===== src/rtl/specialist_pkg.sv =====
// Shared VRAM geometry and fill-engine state encoding.
// The video block uses the same geometry constants.
package specialist_pkg;

  localparam int unsigned VramCols = 48;
  localparam logic [15:0] VramBase = 16'h9000;

  typedef enum logic [1:0] {
    StIdle,
    StCheck,
    StWrite,
    StFinish
  } fill_state_e;

endpackage


===== src/rtl/vram_fill.sv =====
// Rectangular VRAM fill engine.
// Writes one bitmap/attribute byte pair per granted bus slot, scanning rows within each column.
module vram_fill
  import specialist_pkg::*;
#(
  parameter int unsigned COLS = VramCols,
  parameter logic [15:0] BASE = VramBase
) (
  input  logic        clk_sys,
  input  logic        reset,
  input  logic        start,
  input  logic [5:0]  col0,
  input  logic [5:0]  col1,
  input  logic [7:0]  row0,
  input  logic [7:0]  row1,
  input  logic [7:0]  pattern,
  input  logic [7:0]  color_in,
  input  logic        grant,
  output logic [15:0] addr,
  output logic [7:0]  data,
  output logic [7:0]  color,
  output logic        we,
  output logic        busy,
  output logic        done,
  output logic        err
);

  fill_state_e state_q, state_d;
  logic [5:0]  col0_q, col0_d, col1_q, col1_d, cur_col_q, cur_col_d;
  logic [7:0]  row0_q, row0_d, row1_q, row1_d, cur_row_q, cur_row_d;
  logic [7:0]  pat_q, pat_d, clr_q, clr_d;
  logic        rej_q, rej_d;
  logic [15:0] addr_q, addr_d;
  logic [7:0]  data_q, data_d, color_q, color_d;
  logic        we_q, we_d, busy_q, busy_d, done_q, done_d, err_q, err_d;

  always_comb begin
    state_d   = state_q;
    col0_d    = col0_q;
    col1_d    = col1_q;
    row0_d    = row0_q;
    row1_d    = row1_q;
    pat_d     = pat_q;
    clr_d     = clr_q;
    cur_col_d = cur_col_q;
    cur_row_d = cur_row_q;
    rej_d     = rej_q;
    addr_d    = addr_q;
    data_d    = data_q;
    color_d   = color_q;
    we_d      = 1'b0;
    busy_d    = busy_q;
    done_d    = 1'b0;
    err_d     = err_q;
    unique case (state_q)
      StIdle: begin
        if (start) begin
          col0_d  = col0;
          col1_d  = col1;
          row0_d  = row0;
          row1_d  = row1;
          pat_d   = pattern;
          clr_d   = color_in;
          rej_d   = 1'b0;
          err_d   = 1'b0;
          busy_d  = 1'b1;
          state_d = StCheck;
        end
      end
      StCheck: begin
        if ((col0_q > col1_q) || (row0_q > row1_q) || ({26'd0, col1_q} >= COLS)) begin
          rej_d   = 1'b1;
          state_d = StFinish;
        end else begin
          cur_col_d = col0_q;
          cur_row_d = row0_q;
          state_d   = StWrite;
        end
      end
      StWrite: begin
        if (grant) begin
          we_d    = 1'b1;
          addr_d  = BASE + {2'b00, cur_col_q, cur_row_q};
          data_d  = pat_q;
          color_d = clr_q;
          // Compare before incrementing so row1 = 255 never needs a 9-bit counter.
          if (cur_row_q == row1_q) begin
            cur_row_d = row0_q;
            if (cur_col_q == col1_q) begin
              state_d = StFinish;
            end else begin
              cur_col_d = cur_col_q + 6'd1;
            end
          end else begin
            cur_row_d = cur_row_q + 8'd1;
          end
        end
      end
      StFinish: begin
        done_d  = 1'b1;
        busy_d  = 1'b0;
        err_d   = rej_q;
        state_d = StIdle;
      end
      default: state_d = StIdle;
    endcase
  end

  always_ff @(posedge clk_sys) begin
    if (reset) begin
      state_q   <= StIdle;
      col0_q    <= '0;
      col1_q    <= '0;
      row0_q    <= '0;
      row1_q    <= '0;
      pat_q     <= '0;
      clr_q     <= '0;
      cur_col_q <= '0;
      cur_row_q <= '0;
      rej_q     <= 1'b0;
      addr_q    <= '0;
      data_q    <= '0;
      color_q   <= '0;
      we_q      <= 1'b0;
      busy_q    <= 1'b0;
      done_q    <= 1'b0;
      err_q     <= 1'b0;
    end else begin
      state_q   <= state_d;
      col0_q    <= col0_d;
      col1_q    <= col1_d;
      row0_q    <= row0_d;
      row1_q    <= row1_d;
      pat_q     <= pat_d;
      clr_q     <= clr_d;
      cur_col_q <= cur_col_d;
      cur_row_q <= cur_row_d;
      rej_q     <= rej_d;
      addr_q    <= addr_d;
      data_q    <= data_d;
      color_q   <= color_d;
      we_q      <= we_d;
      busy_q    <= busy_d;
      done_q    <= done_d;
      err_q     <= err_d;
    end
  end

  assign addr  = addr_q;
  assign data  = data_q;
  assign color = color_q;
  assign we    = we_q;
  assign busy  = busy_q;
  assign done  = done_q;
  assign err   = err_q;

endmodule


===== config.mk =====
export PLATFORM = sky130hd
export DESIGN_NAME = vram_fill
export DESIGN_NICKNAME = d
export VERILOG_FILES = /design/src/rtl/specialist_pkg.sv /design/src/rtl/vram_fill.sv
export SDC_FILE = /design/constraint.sdc
export NUM_CORES = 1
export LEC_CHECK = 0
export ABC_CLOCK_PERIOD_IN_PS = 4100
export CAP_MARGIN = 5
export CORE_UTILIZATION = 55
export DETAILED_ROUTE_END_ITERATION = 10
export PLACE_DENSITY = 0.95
export SLEW_MARGIN = 10
export SYNTH_ARGS = -nofsm -noshare
export SYNTH_HDL_FRONTEND = slang
export SYNTH_SLANG_ARGS = --single-unit

===== constraint.sdc =====
create_clock -name clk_sys -period 4.1 [get_ports clk_sys]
set_input_delay 1.23 -clock clk_sys [delete_from_list [all_inputs] [get_ports clk_sys]]
set_output_delay 1.23 -clock clk_sys [all_outputs]
set_load 0.02 [all_outputs]

Word-level counts from Yosys, hierarchy flattened --
Cells that the tools add are included.
Cells by class: bitwise operators 1, muxes and demuxes 23, reductions and logical operators 14, equal/unequal tests 12, div/mod/pow operators 0, multipliers 0, add/sub/neg operators 3, $lt $le $gt $ge 3, shifts and indexed selects 0
Operators with widths (number):
- 6-bit two-way mux | 4
- 8-bit two-way mux | 3
- 16-bit by 14-bit adder with 16-bit output, first input constant | 1
- 8-bit one-hot mux with 2 select lines | 1
- 2-bit inequality test, second input constant | 7
- 6-bit one-hot mux with 2 select lines | 1
- 8-bit by 1-bit adder with 8-bit output, second input constant | 1
- 8-bit equality test | 1
- 8-bit > comparator | 1
- 2-bit two-way mux | 4
- 2-bit one-hot mux with 4 select lines | 1
- 6-bit by 1-bit adder with 6-bit output, second input constant | 1
- 6-bit equality test | 1
- 6-bit >= comparator, second input constant | 1
- 6-bit > comparator | 1
- 1-bit two-way mux | 6
- 1-bit one-hot mux with 2 select lines | 3
- 2-bit AND reduction | 3
- 3-bit AND reduction | 2
- 2-bit nonzero test | 3
- 5-bit AND reduction | 1
- 2-bit equality test, second input constant | 2
- 4-bit AND reduction | 1
- 2-bit by 1-bit equality test with 1-bit output, second input constant | 1
- other kinds (4) | 5
Word-level totals: bits of input ports 48, latch bits 0, memory bits (read-only) 0, output and inout bits 36, logic and storage cells 73, register bits 97, memories 0, RAM bits 0

Logic depth before layout (Yosys ltp) --
depth in word-level cells 5, depth in mapped cells 9, mapped depth without buffers 8

Worst setup path after synthesis --
No wires, ideal clock.
path type input to register, start input grant, end register cur_row_q[0], arrival time 2.347 ns, required time 4.026 ns, setup time 0.074 ns, setup slack 1.678 ns, stages 5, path buffers 1, cell sequence and2_1 -> clkbuf_1 -> nor2_1 -> or4_1 -> a31oi_1
Between the ends: cells in the longest elaborated chain, start to end 2
RTL lines:
- start: declaration | line vram_fill.sv:18 | input logic grant,
- 2-bit inequality test (no line)
- 3-bit AND reduction (no line)
- end signal: assignment | line vram_fill.sv:137 | cur_row_q <= cur_row_d;
- end: declaration | line vram_fill.sv:30 | logic [7:0] row0_q, row0_d, row1_q, row1_d, cur_row_q, cur_row_d;
Every way passes these cells. A chain may end at the register's enable or synchronous reset.

Worst setup path after layout --
start input start, end register pat_q[1]
Between the ends: cells in the longest elaborated chain, start to end 1
RTL lines:
- start: declaration | line vram_fill.sv:11 | input logic start,
- 2-bit AND reduction (no line)
- end signal: assignment | line vram_fill.sv:134 | pat_q <= pat_d;
- end: declaration | line vram_fill.sv:31 | logic [7:0] pat_q, pat_d, clr_q, clr_d;
Every way passes these cells.

==> impl_metrics.ini <==
[status]
status = completed

[place]
dpl-instance-area_sq_um = 5234
place_ws_ps = 1023
dp_hpwl_mm = 7.440
place.gp.congestion = 0.8844
port_buffers = 83
place_inst = 717

[floorplan]
die_h_um = 91.13
start_util_pct = 56.84
die_area_sq_um = 8305
core_area_sq_um = 7687
io_pins = 84
die_w_um = 91.13
row_count = 32

[clock_tree]
clock_sinks = 97
ctsHoldBuffers = 0
cts_setup_buffers = 0
cts_root_buf = clkbuf_8
cts.reportedPaths.clkPinSlew_ps = 90
cts_resized = 0
clockBufferDepth = 2
htree_levels = 3
clk_latency_ps = 380
numCtsBuffers = 9
cts_tree = built

[hold_path]
holdCritStartpoint = pat_q[7]$_SDFFE_PP0P_
whs_path_depth = 2
hold_end = pat_q[7]$_SDFFE_PP0P_
hold_path_class = flop to flop

[pwr]
switching_share_pct = 39.71
peakVddDrop_v = 0.0003522
seq_power_share_pct = 42.4
combPwrFrac_pct = 36.1
p_total_mw = 2.828
switching_power_mw = 1.123
leakagePower_nw = 1.969
power.internal_mw = 1.705
powerDensity_nw_per_um2 = 521.0
clock_power_share_pct = 21.5

[timing]
max_clock_freq_mhz = 365.4
timing.final.ws_setup_ps = 1363
tns_ps = 0
setup_viol = 0
post-route-period-util_pct = 66.75
slew_viol_final = 0
period_minus_slack_ps = 2737
rsz0062_at_grt = no
holdWs_ps = 458.6
finalClockSkew_ps = 10.03
hold_violations = 0
max_slew_margin_pct = 35.72
tightestPinTransition_ps = 964.2

[synth]
ys_types = 42
syn_area_sq_um = 4369
synth-warning-count = 0
ys_seq_area_share_pct = 44.44
synthArstFlopShare_pct = 0
ys_seq_elements = 97
syn-instance-count = 560
synth.avg_cell_area_sq_um = 7.802
synth_flop_cell = dfxtp_1
synth_edf_count = 0
syn-num-nets = 629

[cells_and_area]
final_nets = 695
postLayoutCellArea_sq_um = 5429
final_util_pct = 70.62
antenna_cells = 0
syn_to_final_growth_pct = 24.26
final_common_cell = nand2_1
drive_above_1_share_pct = 5.071
final_cell_mix = nand2_1, dfxtp_1, a21oi_1, clkdlybuf4s50_1, nor2_1
stdcell_count = 733

[global_routing]
grt_pass1_vias = 4018
grt_max_degree = 97
antenna_found_initial = 0
grt_overflow = 0
grt_first_pass_wirelength_mm = 18.11
grt_use_total_pct = 26.78

[critical_path]
reg2reg_from = row1_q[7]$_SDFFE_PP0P_
cp.arrival_ps = 3020
path_max_fanout = 26
crit_required_ps = 4390
crit_type = input port to flop
endpoint_kind = flop
r2r_cells = 8
critPathLaunchType = input port
reg2reg_slack_ps = 1460
worstReg2RegEnd = cur_col_q[3]$_SDFFE_PP0P_

[routing]
drt_first_pass_iters = 5
drc_errors = 0
routedWlPerCell_um = 14.52
vias = 4209
ant_nets = 0
routed_via_density = 5.742
finalWirelength_mm = 10.65
drtIter0Drc = 304

[run]
drv_cap = 0
cell families after synthesis:
| family | after synthesis | synth area share, % |
|---|---|---|
| mux | 2 | 0.4582 |
| simple gates | 235 | 22.59 |
| xor+xnor | 14 | 2.806 |
| compound gates | 136 | 18.81 |
| buf+inv | 55 | 4.868 |
| fa+ha+maj | 21 | 6.014 |
| flops | 97 | 44.44 |
Yosys cell counts (5+ instances only):
cell,number,area (sq um)
buf_2,5,25.02
o21ai_0,8,40.04
inv_1,21,78.83
nand2b_1,5,31.28
nor2_1,22,82.58
ha_1,21,262.8
xnor2_1,8,70.07
nor3_1,6,30.03
a32o_1,6,60.06
nand3_1,9,45.04
dfxtp_1,97,1942
xor2_1,6,52.55
nand2_1,168,630.6
a21oi_1,93,465.5
clkbuf_1,27,101.4
nand4_1,7,43.79
worst max path at each step:
stage / slack [ps] / start / to
after global routing: 1240 / grant / cur_col_q[0]$_SDFFE_PP0P_
after global placement: 1040 / grant / cur_col_q[0]$_SDFFE_PP0P_
after floorplan: 1680 / grant / cur_row_q[0]$_SDFFE_PP0P_
after CTS: 1410 / start / pat_q[1]$_SDFFE_PP0P_
final: 1360 / start / pat_q[1]$_SDFFE_PP0P_
after detailed placement: 1020 / start / pat_q[1]$_SDFFE_PP0P_
power by group through the flow:
stage	clock, mW	combinational [mW]	sequential, mW
2_1_floorplan	0	0.735	1.19
3_3_place_gp	0	0.941	1.21
3_5_place_dp	0	0.997	1.21
4_1_cts	0.615	1.01	1.19
5_1_grt	0.650	1.13	1.21
6_report	0.609	1.02	1.20
state kept, by name, indices dropped and copies added (netlist names):
name       count
we             1
state_q        2
row1_q         8
rej_q          1
err            1
busy           1
cur_row_q      8
addr          16
row0_q         8
done           1
col0_q         6
color          8
col1_q         6
data           8
cur_col_q      6
clr_q          8
pat_q          8
cell type report:
type | count | area, sq um
clock buffer | 10 | 137.6
clock inverter | 6 | 57.56
fill | 595 | 2258
inverter | 21 | 78.83
multi-input combinational | 408 | 2215
sequential | 97 | 1942
tap | 102 | 127.6
timing repair buffer | 89 | 870.8
critical path, stage by stage:
cell             delay (ps)
clkdlybuf4s50_1         510
and2_1                  630
buf_4                   400
nand2_1                  90
a21oi_1                 150
per-layer routing:
metal  share of wire (%)  global-route usage [%]  up-vias
met1                  43                   33.07     2015
met4                 2.3                   10.98        0
met5                   0                       0        -
met3                 4.3                   3.518       30
li1                    -                       -     2025
met2                  50                   46.97      139
(Power assumes the default switching activity.)
